### src/rtl/systolic_feed_ctrl_pkg.sv
// Shared constants for the systolic operand feed controller: word geometry,
// FSM state encodings and a saturating increment used by the performance counters.
package systolic_feed_ctrl_pkg;

    localparam int DATA_WIDTH     = 8;
    localparam int DEF_ARRAY_SIZE = 10;
    localparam int WORD_WIDTH     = DATA_WIDTH * DEF_ARRAY_SIZE;

    typedef logic [1:0] feed_state_t;

    localparam feed_state_t FEED_ST_IDLE  = 2'd0;
    localparam feed_state_t FEED_ST_FEED  = 2'd1;
    localparam feed_state_t FEED_ST_DRAIN = 2'd2;
    localparam feed_state_t FEED_ST_DONE  = 2'd3;

    function automatic logic [31:0] sat_inc32(input logic [31:0] v);
        return (v == 32'hFFFF_FFFF) ? v : v + 32'd1;
    endfunction

endpackage

### src/rtl/systolic_feed_ctrl.sv
// Streams N row-buffer words into the systolic skew stage, then flushes it with ARRAY_SIZE-1 zero words.
// Optional stall/cycle counters are built when FEED_PERF_CNT_EN is defined.
module systolic_feed_ctrl
    import systolic_feed_ctrl_pkg::*;
#(
    parameter int ARRAY_SIZE = DEF_ARRAY_SIZE,
    parameter int ADDR_WIDTH = 8,
    parameter int CNT_WIDTH  = 8
) (
    input  logic                  clk_i,
    input  logic                  rst_i,
    input  logic                  start_i,
    input  logic [CNT_WIDTH-1:0]  num_rows_i,
    input  logic [ADDR_WIDTH-1:0] base_addr_i,
    input  logic                  stall_i,
    output logic                  rd_en_o,
    output logic [ADDR_WIDTH-1:0] rd_addr_o,
    input  logic [WORD_WIDTH-1:0] sram_data_i,
    output logic [WORD_WIDTH-1:0] word_o,
    output logic                  skew_en_o,
    output logic                  busy_o,
    output logic                  done_o
`ifdef FEED_PERF_CNT_EN
    ,
    output logic [31:0]           stall_cnt_o,
    output logic [31:0]           op_cycles_o
`endif
);

    localparam int DRAIN_W = $clog2(ARRAY_SIZE + 1);
    localparam logic [DRAIN_W-1:0] DRAIN_LAST = DRAIN_W'(ARRAY_SIZE - 2);

    feed_state_t           state_q, state_d;
    logic [CNT_WIDTH-1:0]  num_rows_q, num_rows_d;
    logic [CNT_WIDTH-1:0]  rd_cnt_q, rd_cnt_d;
    logic [ADDR_WIDTH-1:0] base_q, base_d;
    logic [DRAIN_W-1:0]    drain_cnt_q, drain_cnt_d;
    logic                  data_vld_q, data_vld_d;
    logic                  rd_en;
    logic                  drain_step;
    logic                  start_accept;

    always_comb begin
        state_d      = state_q;
        num_rows_d   = num_rows_q;
        rd_cnt_d     = rd_cnt_q;
        base_d       = base_q;
        drain_cnt_d  = drain_cnt_q;
        rd_en        = 1'b0;
        drain_step   = 1'b0;
        start_accept = 1'b0;

        case (state_q)
            FEED_ST_IDLE: begin
                if (start_i) begin
                    start_accept = 1'b1;
                    if (num_rows_i != '0) begin
                        state_d     = FEED_ST_FEED;
                        num_rows_d  = num_rows_i;
                        base_d      = base_addr_i;
                        rd_cnt_d    = '0;
                        drain_cnt_d = '0;
                    end else begin
                        state_d = FEED_ST_DONE;
                    end
                end
            end
            FEED_ST_FEED: begin
                if (!stall_i) begin
                    rd_en    = 1'b1;
                    rd_cnt_d = rd_cnt_q + CNT_WIDTH'(1);
                    // rd_cnt never exceeds N-1 here, so the +1 cannot wrap
                    if (rd_cnt_q + CNT_WIDTH'(1) == num_rows_q) begin
                        state_d = (ARRAY_SIZE > 1) ? FEED_ST_DRAIN : FEED_ST_DONE;
                    end
                end
            end
            FEED_ST_DRAIN: begin
                // a word still returning from SRAM takes priority over a zero step
                if (!data_vld_q && !stall_i) begin
                    drain_step  = 1'b1;
                    drain_cnt_d = drain_cnt_q + DRAIN_W'(1);
                    if (drain_cnt_q == DRAIN_LAST) begin
                        state_d = FEED_ST_DONE;
                    end
                end
            end
            FEED_ST_DONE: begin
                state_d = FEED_ST_IDLE;
            end
            default: begin
                state_d = FEED_ST_IDLE;
            end
        endcase

        data_vld_d = rd_en;
    end

    always_ff @(posedge clk_i) begin
        if (rst_i) begin
            state_q     <= FEED_ST_IDLE;
            num_rows_q  <= '0;
            rd_cnt_q    <= '0;
            base_q      <= '0;
            drain_cnt_q <= '0;
            data_vld_q  <= 1'b0;
        end else begin
            state_q     <= state_d;
            num_rows_q  <= num_rows_d;
            rd_cnt_q    <= rd_cnt_d;
            base_q      <= base_d;
            drain_cnt_q <= drain_cnt_d;
            data_vld_q  <= data_vld_d;
        end
    end

    assign rd_en_o   = rd_en;
    assign rd_addr_o = (state_q == FEED_ST_FEED) ? base_q + ADDR_WIDTH'(rd_cnt_q) : '0;
    assign word_o    = data_vld_q ? sram_data_i : '0;
    assign skew_en_o = data_vld_q | drain_step;
    assign busy_o    = (state_q != FEED_ST_IDLE);
    assign done_o    = (state_q == FEED_ST_DONE);

`ifdef FEED_PERF_CNT_EN
    logic [31:0] stall_cnt_q, stall_cnt_d;
    logic [31:0] op_cycles_q, op_cycles_d;

    always_comb begin
        stall_cnt_d = stall_cnt_q;
        op_cycles_d = op_cycles_q;
        if (start_accept) begin
            stall_cnt_d = '0;
            op_cycles_d = '0;
        end else if (busy_o) begin
            op_cycles_d = sat_inc32(op_cycles_q);
            if (stall_i) begin
                stall_cnt_d = sat_inc32(stall_cnt_q);
            end
        end
    end

    always_ff @(posedge clk_i) begin
        if (rst_i) begin
            stall_cnt_q <= '0;
            op_cycles_q <= '0;
        end else begin
            stall_cnt_q <= stall_cnt_d;
            op_cycles_q <= op_cycles_d;
        end
    end

    assign stall_cnt_o = stall_cnt_q;
    assign op_cycles_o = op_cycles_q;
`else
    logic unused_start_accept;
    assign unused_start_accept = start_accept;
`endif

endmodule

### config.mk
export PLATFORM = sky130hd
export DESIGN_NAME = systolic_feed_ctrl
export DESIGN_NICKNAME = d
export VERILOG_FILES = /design/src/rtl/systolic_feed_ctrl_pkg.sv /design/src/rtl/systolic_feed_ctrl.sv
export SDC_FILE = /design/constraint.sdc
export NUM_CORES = 1
export LEC_CHECK = 0
export CORE_MARGIN = 2
export CORE_UTILIZATION = 38
export DETAILED_ROUTE_END_ITERATION = 10
export GPL_TIMING_DRIVEN = 0
export PLACE_DENSITY = 0.88
export REMOVE_ABC_BUFFERS = 1
export SYNTH_ARGS = -nofsm -noshare
export SYNTH_HDL_FRONTEND = slang
export SYNTH_SLANG_ARGS = --single-unit
### constraint.sdc
create_clock -name clk_i -period 8.65 [get_ports clk_i]
set_clock_uncertainty 0.2 [all_clocks]
set_input_delay 2.595 -clock clk_i [delete_from_list [all_inputs] [get_ports clk_i]]
set_output_delay 2.595 -clock clk_i [all_outputs]
set_load 0.005 [all_outputs]
==> results.json <==
{
  "outcome": "finished, final reports clean",
  "num_rows": 30,
  "finalHoldViolCount": 0,
  "intPower_w": 0.000395,
  "required_ns": 5.86,
  "layout-drive-gt1-share_pct": 2.11,
  "p_leak_nw": 1.84,
  "yosysMostFrequentCell": "and2_1",
  "yosysTopAreaCell": "dfxtp_1",
  "switchingPower_w": 0.000243,
  "num_io_pins": 192,
  "fp.dieH_um": 87.0,
  "remaining_drc_errors": 0,
  "fin_nets": 637,
  "synth_area_um2": 2620,
  "rsz0062_at_grt": "false",
  "fp.coreArea_um2": 6720,
  "cts_resized": 0,
  "via_per_inst": 5.18,
  "antenna_cells": 0,
  "clock-root-buffer": "clkbuf_8",
  "total_power_w": 0.000638,
  "final_cells": 602,
  "synth_edf_count": 0,
  "numCtsBuffers": 5,
  "cts_tree": "yes",
  "grt_pass1_vias": 2981,
  "die-area_um2": 7570,
  "vdd_drop_max_mv": 0.109,
  "htree_levels": 2,
  "powerDensity_nw_per_um2": 139,
  "slew-limit-headroom_pct": 30.7,
  "wl_per_cell_um": 16.9,
  "die_w_um": 87.0,
  "seq_power_share_pct": 29.4,
  "clk_pin_slew_ns": 0.06,
  "vias": 3121,
  "avgSynthCellArea_um2": 7.59,
  "drv_slew": 0,
  "syn_inst": 345,
  "crit_arrival_ns": 3.94,
  "max_freq_ghz": 0.148,
  "antenna_found_initial": 0,
  "final-setup-viol-count": 0,
  "comb_power_share_pct": 53.7,
  "fin_crit_ns": 6.73,
  "cap_violations": 0,
  "grt_pass1_wl_um": 15300,
  "fin_tns_setup_ns": 0,
  "worst_hold_slack_ns": 0.276,
  "initial_utilization_pct": 39.0,
  "worst_slew_pin_slew_ns": 1.04,
  "first_iter_violations": 122,
  "cp-end-kind": "primary output",
  "netlist.area_leader.share_pct": 23.7,
  "synth_common_cells": "85 x and2_1, 31 x dfxtp_1, 31 x nor2_1, 29 x a21oi_1, 15 x ha_1",
  "clock_sinks": 31,
  "dr.pass1.iters": 4,
  "final.period_utilization_pct": 77.9,
  "cts_setup_buffers": 0,
  "grt_max_degree": 83,
  "clk_latency_ns": 0.29,
  "grt.overflow.total": 0,
  "grt_use_total_pct": 25.6,
  "final_core_util_pct": 68.3,
  "async_reset_ff_share_pct": 0,
  "ys_warn_count": 0,
  "synthTopCellsByArea": "dfxtp_1 24%, and2_1 20%, ha_1 7.2%, a21oi_1 5.5%, nor2_1 4.4%",
  "wl_um": 10200,
  "cts_buffer_depth": 2,
  "ys_types": 52,
  "swShare_pct": 38.1,
  "ys.flop_type": "dfxtp_1",
  "critPathLaunchType": "input port",
  "fillerInstances": 570,
  "p_clk_share_pct": 17.0,
  "critPathKind": "input port to primary output",
  "place_hpwl_um": 8020,
  "dpl.cell_count": 594,
  "ant_nets": 0,
  "crit_path_max_fanout": 4,
  "hold_path_class": "flip-flop to flip-flop",
  "place_congestion": 0.852,
  "ys_ff_latch": 31,
  "syn_to_final_growth_pct": 75.4,
  "numPortBuffers": 191,
  "cts_hold_buf": 0,
  "synth-seq-area-share_pct": 23.7
}
-- final timing paths --
path / slack [ns] / endpoint / startpoint / cells past startpoint
hold reg to reg: 0.28 / num_rows_q[4]$_SDFFE_PP0P_ / num_rows_q[4]$_SDFFE_PP0P_ / 2
setup reg to reg: 5.88 / state_q[1]$_SDFFE_PP0P_ / rd_cnt_q[1]$_SDFFE_PP0P_ / 7
hold / removal: 0.28 / num_rows_q[4]$_SDFFE_PP0P_ / num_rows_q[4]$_SDFFE_PP0P_ / 2
setup / recovery: 1.92 / rd_en_o / stall_i / 5
-- state kept, by name, summed over array words and instances, names as in the netlist --
register,flops
base_q,8
state_q,2
data_vld_q,1
drain_cnt_q,4
num_rows_q,8
rd_cnt_q,8
-- cell families after synthesis --
group / Yosys count / synth area share, %
compound gates: 68 / 16.2
xor+xnor: 16 / 5.35
fa+ha+maj: 16 / 7.94
buf+inv: 35 / 6.50
flops: 31 / 23.7
mux: 11 / 4.25
simple gates: 168 / 36.1
-- worst max-delay path: stages --
cell	delay, ns
clkdlybuf4s50_1	0.48
inv_1	0.10
nand2_1	0.12
inv_1	0.11
clkdlybuf4s50_1	0.53
-- cells in the final DEF, fill, tap and decap left out, types with 3 or more instances in the layout --
cell type	netlist	final
a21o_1	5	5
a21oi_1	29	29
a31oi_1	5	5
and2_1	85	85
clkbuf_8	0	5
clkdlybuf4s50_1	0	191
dfxtp_1	31	30
ha_1	15	15
inv_1	13	13
mux2i_1	10	10
nand2_1	14	14
nand2b_1	4	4
nand3_1	12	12
nor2_1	31	31
o21ai_0	10	10
or4_1	3	3
xnor2_1	9	9
xor2_1	7	7
-- metal layers --
metal / vias to the layer above / part of all wire [%] / global-route usage, %
met1: 1462 / 40 / 29.9
met4: 0 / 2.5 / 9.38
met2: 117 / 49 / 45.0
met5: - / 0 / 0
li1: 1521 / - / -
met3: 21 / 7.7 / 6.54
-- per-stage QoR --
| stage | area, um2 | setup WS (ns) |
|---|---|---|
| floorplan | 2500 | 3.05 |
| global placement | 4510 | 1.97 |
| detailed placement | 4510 | 1.95 |
| CTS | 4590 | 1.94 |
| global route | 4590 | 1.87 |
| finish | 4590 | 1.92 |
-- power groups by stage --
stage          registers [W]  logic [W]  clock network (W)
2_1_floorplan       0.000183   0.000186                  0
5_1_grt             0.000191   0.000373           0.000115
4_1_cts             0.000188   0.000341           0.000110
3_3_place_gp        0.000189   0.000326                  0
6_report            0.000187   0.000342           0.000108
3_5_place_dp        0.000191   0.000339                  0
-- final cells by class --
type,count,area (um2),share of cell area (%)
Inverter,13,48.8,1.06
Clock inverter,1,5.00,0.109
Timing Repair Buffer,191,1910,41.6
Sequential cell,31,622,13.5
Clock buffer,7,76.3,1.66
Multi-Input combinational cell,279,1830,39.8
Tap cell,80,100,2.18
(Power assumes the default switching activity.)
